[src/rtl/seq_mult_pkg.sv]
// Shared types and constants for the sequential Booth multiplier.
// SEQ_MULT_ACC_EN (optional) enables the accumulate mode in the top.
package seq_mult_pkg;

  localparam int WIDTH_DEF = 8;
  localparam int CNT_W = $clog2(WIDTH_DEF + 1);

  typedef enum logic [1:0] {
    IDLE,
    RUN,
    DONE
  } state_e;

  function automatic int cnt_w(input int w);
    return $clog2(w + 1);
  endfunction

endpackage

[src/rtl/booth_step.sv]
// One radix-2 Booth add/sub on the guarded accumulator.
// Same signed add/sub function as the upstream datapath.
module booth_step #(
  parameter int W = 9
) (
  input  logic [W-1:0] a_i,
  input  logic [W-1:0] m_i,
  input  logic [1:0]   sel_i,
  output logic [W-1:0] a_o
);

  always_comb begin
    unique case (sel_i)
      2'b01:   a_o = a_i + m_i;
      2'b10:   a_o = a_i - m_i;
      default: a_o = a_i;
    endcase
  end

endmodule

[src/rtl/seq_booth_mult.sv]
// Sequential radix-2 Booth signed multiplier, one step per clock.
// Define SEQ_MULT_ACC_EN for the accumulate / sticky overflow mode.
module seq_booth_mult
  import seq_mult_pkg::*;
#(
  parameter int WIDTH = WIDTH_DEF
) (
  input  logic               clk,
  input  logic               rst,
  input  logic               start,
  input  logic [WIDTH-1:0]   a,
  input  logic [WIDTH-1:0]   b,
`ifdef SEQ_MULT_ACC_EN
  input  logic               acc,
  output logic               ovf,
`endif
  output logic               busy,
  output logic               done,
  output logic [2*WIDTH-1:0] product
);

  localparam int CW = cnt_w(WIDTH);
  localparam logic [CW-1:0] LAST = CW'(WIDTH - 1);
  localparam int PW = 2 * WIDTH;

  state_e          state_q;
  logic [WIDTH:0]  m_q, a_q, sum, a_d;
  logic [WIDTH-1:0] q_q, q_d;
  logic            qm1_q;
  logic [CW-1:0]   cnt_q;
  logic            busy_q, done_q;
  logic [PW-1:0]   prod_q, prod_d, step_p;

  booth_step #(.W(WIDTH + 1)) u_step (
    .a_i   (a_q),
    .m_i   (m_q),
    .sel_i ({q_q[0], qm1_q}),
    .a_o   (sum)
  );

  // Arithmetic shift of {A,Q,q-1}; step_p is the product after this step.
  always_comb begin
    a_d    = {sum[WIDTH], sum[WIDTH:1]};
    q_d    = {sum[0], q_q[WIDTH-1:1]};
    step_p = {a_d[WIDTH-1:0], q_d};
  end

`ifdef SEQ_MULT_ACC_EN
  logic          acc_q, ovf_q, add_ovf;
  logic [PW-1:0] acc_sum;

  always_comb begin
    acc_sum = prod_q + step_p;
    add_ovf = (prod_q[PW-1] == step_p[PW-1]) &&
              (acc_sum[PW-1] != prod_q[PW-1]);
    prod_d  = acc_q ? acc_sum : step_p;
  end

  assign ovf = ovf_q;
`else
  always_comb prod_d = step_p;
`endif

  always_ff @(posedge clk or posedge rst) begin
    if (rst) begin
      state_q <= IDLE;
      m_q     <= '0;
      a_q     <= '0;
      q_q     <= '0;
      qm1_q   <= 1'b0;
      cnt_q   <= '0;
      busy_q  <= 1'b0;
      done_q  <= 1'b0;
      prod_q  <= '0;
`ifdef SEQ_MULT_ACC_EN
      acc_q   <= 1'b0;
      ovf_q   <= 1'b0;
`endif
    end else begin
      done_q <= 1'b0;
      unique case (state_q)
        RUN: begin
          a_q   <= a_d;
          q_q   <= q_d;
          qm1_q <= q_q[0];
          cnt_q <= cnt_q + CW'(1);
          if (cnt_q == LAST) begin
            state_q <= DONE;
            busy_q  <= 1'b0;
            done_q  <= 1'b1;
            prod_q  <= prod_d;
`ifdef SEQ_MULT_ACC_EN
            if (acc_q) ovf_q <= ovf_q | add_ovf;
`endif
          end
        end
        default: begin
          state_q <= IDLE;
          if (start) begin
            state_q <= RUN;
            busy_q  <= 1'b1;
            m_q     <= {a[WIDTH-1], a};
            a_q     <= '0;
            q_q     <= b;
            qm1_q   <= 1'b0;
            cnt_q   <= '0;
`ifdef SEQ_MULT_ACC_EN
            acc_q   <= acc;
            if (!acc) ovf_q <= 1'b0;
`endif
          end
        end
      endcase
    end
  end

  assign busy    = busy_q;
  assign done    = done_q;
  assign product = prod_q;

endmodule

[config.mk]
export PLATFORM = sky130hd
export DESIGN_NAME = seq_booth_mult
export DESIGN_NICKNAME = d
export VERILOG_FILES = /design/src/rtl/seq_mult_pkg.sv /design/src/rtl/booth_step.sv /design/src/rtl/seq_booth_mult.sv
export SDC_FILE = /design/constraint.sdc
export NUM_CORES = 1
export LEC_CHECK = 0
export CAP_MARGIN = 40
export CORE_MARGIN = 5
export CORE_UTILIZATION = 50
export CTS_CLUSTER_DIAMETER = 30
export DETAILED_ROUTE_END_ITERATION = 16
export PLACE_DENSITY = 0.81
export SLEW_MARGIN = 20
export SYNTH_ARGS = -nofsm -noshare
export SYNTH_HDL_FRONTEND = slang
export SYNTH_SLANG_ARGS = --single-unit
[constraint.sdc]
create_clock -name clk -period 4 [get_ports clk]
set_input_delay 0.8 -clock clk [delete_from_list [all_inputs] [get_ports clk]]
set_output_delay 0.8 -clock clk [all_outputs]
set_load 0.02 [all_outputs]
# After elaboration in Yosys (flattened, before gate mapping)
# Cells that the tools add are included.
[op_classes]
addsub = 3
eq_ne = 5
n_mux = 17
n_bitwise = 1
n_reduce_logical = 4
[ops]
columns = ["cell", "count"]
rows = [
  ["$mux 9", 2],
  ["$pmux 9 s2", 1],
  ["$mux 8", 2],
  ["$add 9x9->9", 1],
  ["$sub 9x9->9", 1],
  ["$mux 1", 8],
  ["$mux 4", 2],
  ["$reduce_and 2->1", 3],
  ["$add 4x1->4 const B", 1],
  ["$eq 2x1->1 const B", 2],
  ["$eq 4x3->1 const B", 1],
  ["$mux 2", 2],
  ["$eq 2x2->1 const B", 1],
  ["$ne 2x2->1 const B", 1],
  ["$reduce_bool 2->1", 1],
  ["$not 1->1", 1],
]
[totals]
reg_bits = 50
inputBits = 19
out_inout_bits = 18
wordCells = 39

# Longest topological paths before layout
[depth]
word_depth = 3
depth_mapped = 12
mapped_depth_nobuf = 12

# Hierarchy
# From an unflattened synthesis, not the netlist that was laid out.
[hier_totals]
cells_unflattened = 246
area_unflattened_um2 = 2672.6
[by_module_without_submodules]
columns = ["module", "instances", "cells_per_inst", "area_per_inst_um2", "seq_area_each_um2"]
rows = [
  ["seq_booth_mult", 1, 153, 2005.7, 1226.2],
  ["booth_step", 1, 93, 666.9, 0.0],
]

# Least setup slack after synthesis
# No wires, ideal clock.
[synth_timing]
kind = "reg-to-reg"
startpoint = "register q_q[0]"
endpoint = "register a_q[7]"
setup_time_ns = 0.069
arrival_time_ns = 2.433
required_time_ns = 3.931
slack_ns = 1.498
stages_incl_launch_ff = 11
path_buffers = 1
period_less_slack_ns = 2.502
path_cell_list = "dfrtp_1 ha_1 buf_2 mux2i_1 fa_1 a211oi_2 nor3_2 a211oi_2 xor2_1 or4_1 nand3_1"
[synth_between]
elab_chain_len = 3
word_cells_on_any_way = 4
classes_between = "2 x eq/ne; 2 x mux"
[synth_rtl]
columns = ["element", "line_no", "text"]
rows = [
  ["start, declared", "seq_booth_mult.sv:28", "logic [WIDTH-1:0] q_q, q_d;"],
  ["start signal, assigned", "seq_booth_mult.sv:84", "q_q <= q_d;"],
  ["$eq 2x2->1 / $eq 2x1->1 (equally long branches)", "booth_step.sv:13", "unique case (sel_i)"],
  ["$pmux 9 s2 *", "booth_step.sv:13", ""],
  ["$mux 9 *", "seq_booth_mult.sv:81", "unique case (state_q)"],
  ["end signal, assigned", "seq_booth_mult.sv:68", "a_q <= '0;"],
  ["end signal, assigned", "seq_booth_mult.sv:83", "a_q <= a_d;"],
  ["end signal, assigned", "seq_booth_mult.sv:103", "a_q <= '0;"],
  ["end, declared", "seq_booth_mult.sv:27", "logic [WIDTH:0] m_q, a_q, sum, a_d;"],
]
# Every way passes the cells marked *; elsewhere a longest branch is shown, timed or not.
# A chain may end at the register's enable or synchronous reset.

# Worst setup path after layout
[layout_timing]
startpoint = "register m_q[0]"
endpoint = "register prod_q[15] (netlist: product[15])"
[layout_between]
elab_chain_len = 2
word_cells_on_any_way = 3
classes_between = "2 x add/sub; 1 x mux"
[layout_rtl]
columns = ["element", "line_no", "text"]
rows = [
  ["start, declared", "seq_booth_mult.sv:27", ""],
  ["start signal, assigned", "seq_booth_mult.sv:102", "m_q <= {a[WIDTH-1], a};"],
  ["$sub 9x9->9 / $add 9x9->9 (equally long branches)", "booth_step.sv:15, booth_step.sv:14", ""],
  ["$pmux 9 s2 *", "booth_step.sv:13", ""],
  ["end signal, assigned", "seq_booth_mult.sv:91", "prod_q <= prod_d;"],
  ["end, declared", "seq_booth_mult.sv:32", "logic [PW-1:0] prod_q, prod_d, step_p;"],
]
# Marks and branches as above.

==> flow_summary.ini <==
[grt]
groute.usage.overall_pct = 17.59
grt_max_degree = 28
antenna_found_initial = 0
grt_overflow_total = 0
grt_pass1_wl_mm = 9.039
grt_pass1_vias = 1950

[floorplanning]
start_util_pct = 51.07
rows = 26
die_y_um = 81.77
fp.dieW_um = 81.77
die_area_um2 = 6686
core_area_um2 = 5042
ios = 37

[logic_synthesis]
synth_edf_count = 0
yosysMostFrequentCell = nand2_1
syn_nets = 296
netlist.area_leader.share_pct = 47.62
synth.avg_cell_area_um2 = 9.717
synth_async_sr_flop_share_pct = 100.0
synth_top_cells_by_count = nand2_1, dfrtp_1, o21ai_0
syn_inst = 265
synth_top_cell_by_area = dfrtp_1
ys_ff_latch = 49
syn_area_um2 = 2575
yosys_warnings = 0
ys.flop_type = dfrtp_1
synthTopCellsByArea = dfrtp_1, nand2_1, ha_1
synth_cell_types = 40
seq_area_frac_synth_pct = 47.62

[clock_tree]
cts-resized-gates = 0
cts_tree = done
cts_setup_buffers = 0
ctsHoldBuffers = 0
cts_buffer_depth = 2
insertion_delay_ns = 0.31
cts-root-buf = clkbuf_8
clkSinkCount = 49
cts_made_buffers = 5
path_clk_slew_ns = 0.09
cts.htree.levels = 2

[placement]
place_area_um2 = 3019
gp_congestion = 0.8121
hpwl_mm = 3.852
io_buffers = 36

[final_layout]
drive_above_1_share_pct = 9.000
stdcell_area_um2 = 3139
nets = 330
num_antenna_cells = 0
areaGrowthSynthToFinish_pct = 21.91
nFillCells = 423

[outcome]
outcome = finished, final reports clean

[hold_path]
hp-class = reg -> reg

[sta]
finClkSkew_ns = 0.005076
maxSlewHeadroom_pct = 56.40
tightest_slew_ns = 0.6540
finalHoldViolations = 0
setup_tns_ns = 0
max_freq_ghz = 0.3598
slew_violations = 0
setup-violations-final = 0
fin_hold_ws_ns = 0.4839
min_period_ns = 2.779
finalCritPeriodShare_pct = 69.48
rsz0062_at_grt = false

[detailed_routing]
wl_per_cell_um = 14.26
drt_iter0_markers = 159
route.vias.total = 1995
drcViolationCount = 0
ant_nets = 0
via_per_inst = 5.392
dr.pass1.iters = 4
drt_wl_total_mm = 5.277

[setup_path]
cp_cell_sequence = nor3_1, a21oi_1, xnor2_1, ha_1, a21oi_1, o21bai_1, a211oi_2, xor2_1, or3_1, a31oi_1
critPathMostFrequentCell = a21oi_1
critPathCaptureType = register
cp_max_fo = 6
critPathSlowestCell = dfrtp_1
r2r_slack_ns = 1.22
start_kind = register
cpPeakStageDelay_ns = 0.42
required_ns = 4.23
critPathKind = reg -> reg
crit_arrival_ns = 3.01

[job]
cap_violations = 0
[per-layer routing]
metal,share of wire (%),vias up,track usage (%)
li1,-,983,-
met1,47,969,23.76
met2,48,36,28.35
met3,3.5,7,3.070
met4,1.6,0,6.478
met5,0,-,0
[final cells by class]
class / count / area, um2 / share of cell area, %
Clock buffer: 6 / 82.58 / 2.631
Timing Repair Buffer: 40 / 410.4 / 13.07
Tap cell: 70 / 87.58 / 2.790
Sequential cell: 49 / 1226 / 39.06
Multi-Input combinational cell: 192 / 1254 / 39.94
Inverter: 11 / 41.29 / 1.315
Clock inverter: 2 / 37.54 / 1.196
[worst paths after layout]
kind / start / to / cells past startpoint
max: m_q[0] / product[15] / 10
min: product[4] / product[4] / 2
max reg2reg: m_q[0] / product[15] / 10
min reg2reg: product[4] / product[4] / 2
max in group asynchronous: rst / m_q[4] / 3
min in group asynchronous: rst / product[1] / 2
[per-stage QoR]
step | instances | worst slack [ns] | util, %
6_report | 370 | 1.221 | 62.26
5_1_grt | 370 | 1.011 | 62.26
4_1_cts | 370 | 1.251 | 62.26
3_5_place_dp | 362 | 1.318 | 59.88
3_3_place_gp | 361 | 1.359 | 59.33
2_1_floorplan | 265 | 1.498 | -
[sequential cells by signal (all words and copies together) (netlist names)]
| signal | flops |
|---|---|
| a_q | 8 |
| busy | 1 |
| cnt_q | 4 |
| done | 1 |
| m_q | 8 |
| product | 16 |
| q_q | 8 |
| qm1_q | 1 |
| state_q | 2 |
[cells by family after synthesis]
kind of cell / after synthesis / share of synthesized area, %
and+or+nand+nor: 94 / 17.54
AOI/OAI and AO/OA: 54 / 12.63
DFF: 49 / 47.62
buffers and inverters: 24 / 3.693
muxes: 22 / 8.989
adders and majority gates: 12 / 6.122
xor gates and xnor gates: 10 / 3.402
[cells in the final DEF, fill, tap and decap left out, types with 3 or more instances in the layout]
cell,instances
nand2_1,50
dfrtp_1,49
clkdlybuf4s50_1,36
o21ai_0,24
mux2i_1,13
nor2_1,11
a21oi_1,11
ha_1,11
inv_1,10
mux2_2,9
xnor2_1,8
nor2b_1,6
nand3b_1,6
nor3_1,6
clkbuf_8,6
o31ai_1,3
buf_4,3
[critical path: cells and delay by family (launching register included)]
family	cells	cell delay [ns]
adders and majority gates	1	0.36
AOI/OAI and AO/OA	5	0.92
DFF	1	0.42
xor gates and xnor gates	2	0.29
and+or+nand+nor	2	0.71
Power is not shown: default switching activity piles up to over one toggle a cycle in this logic, so the estimate is an artifact.
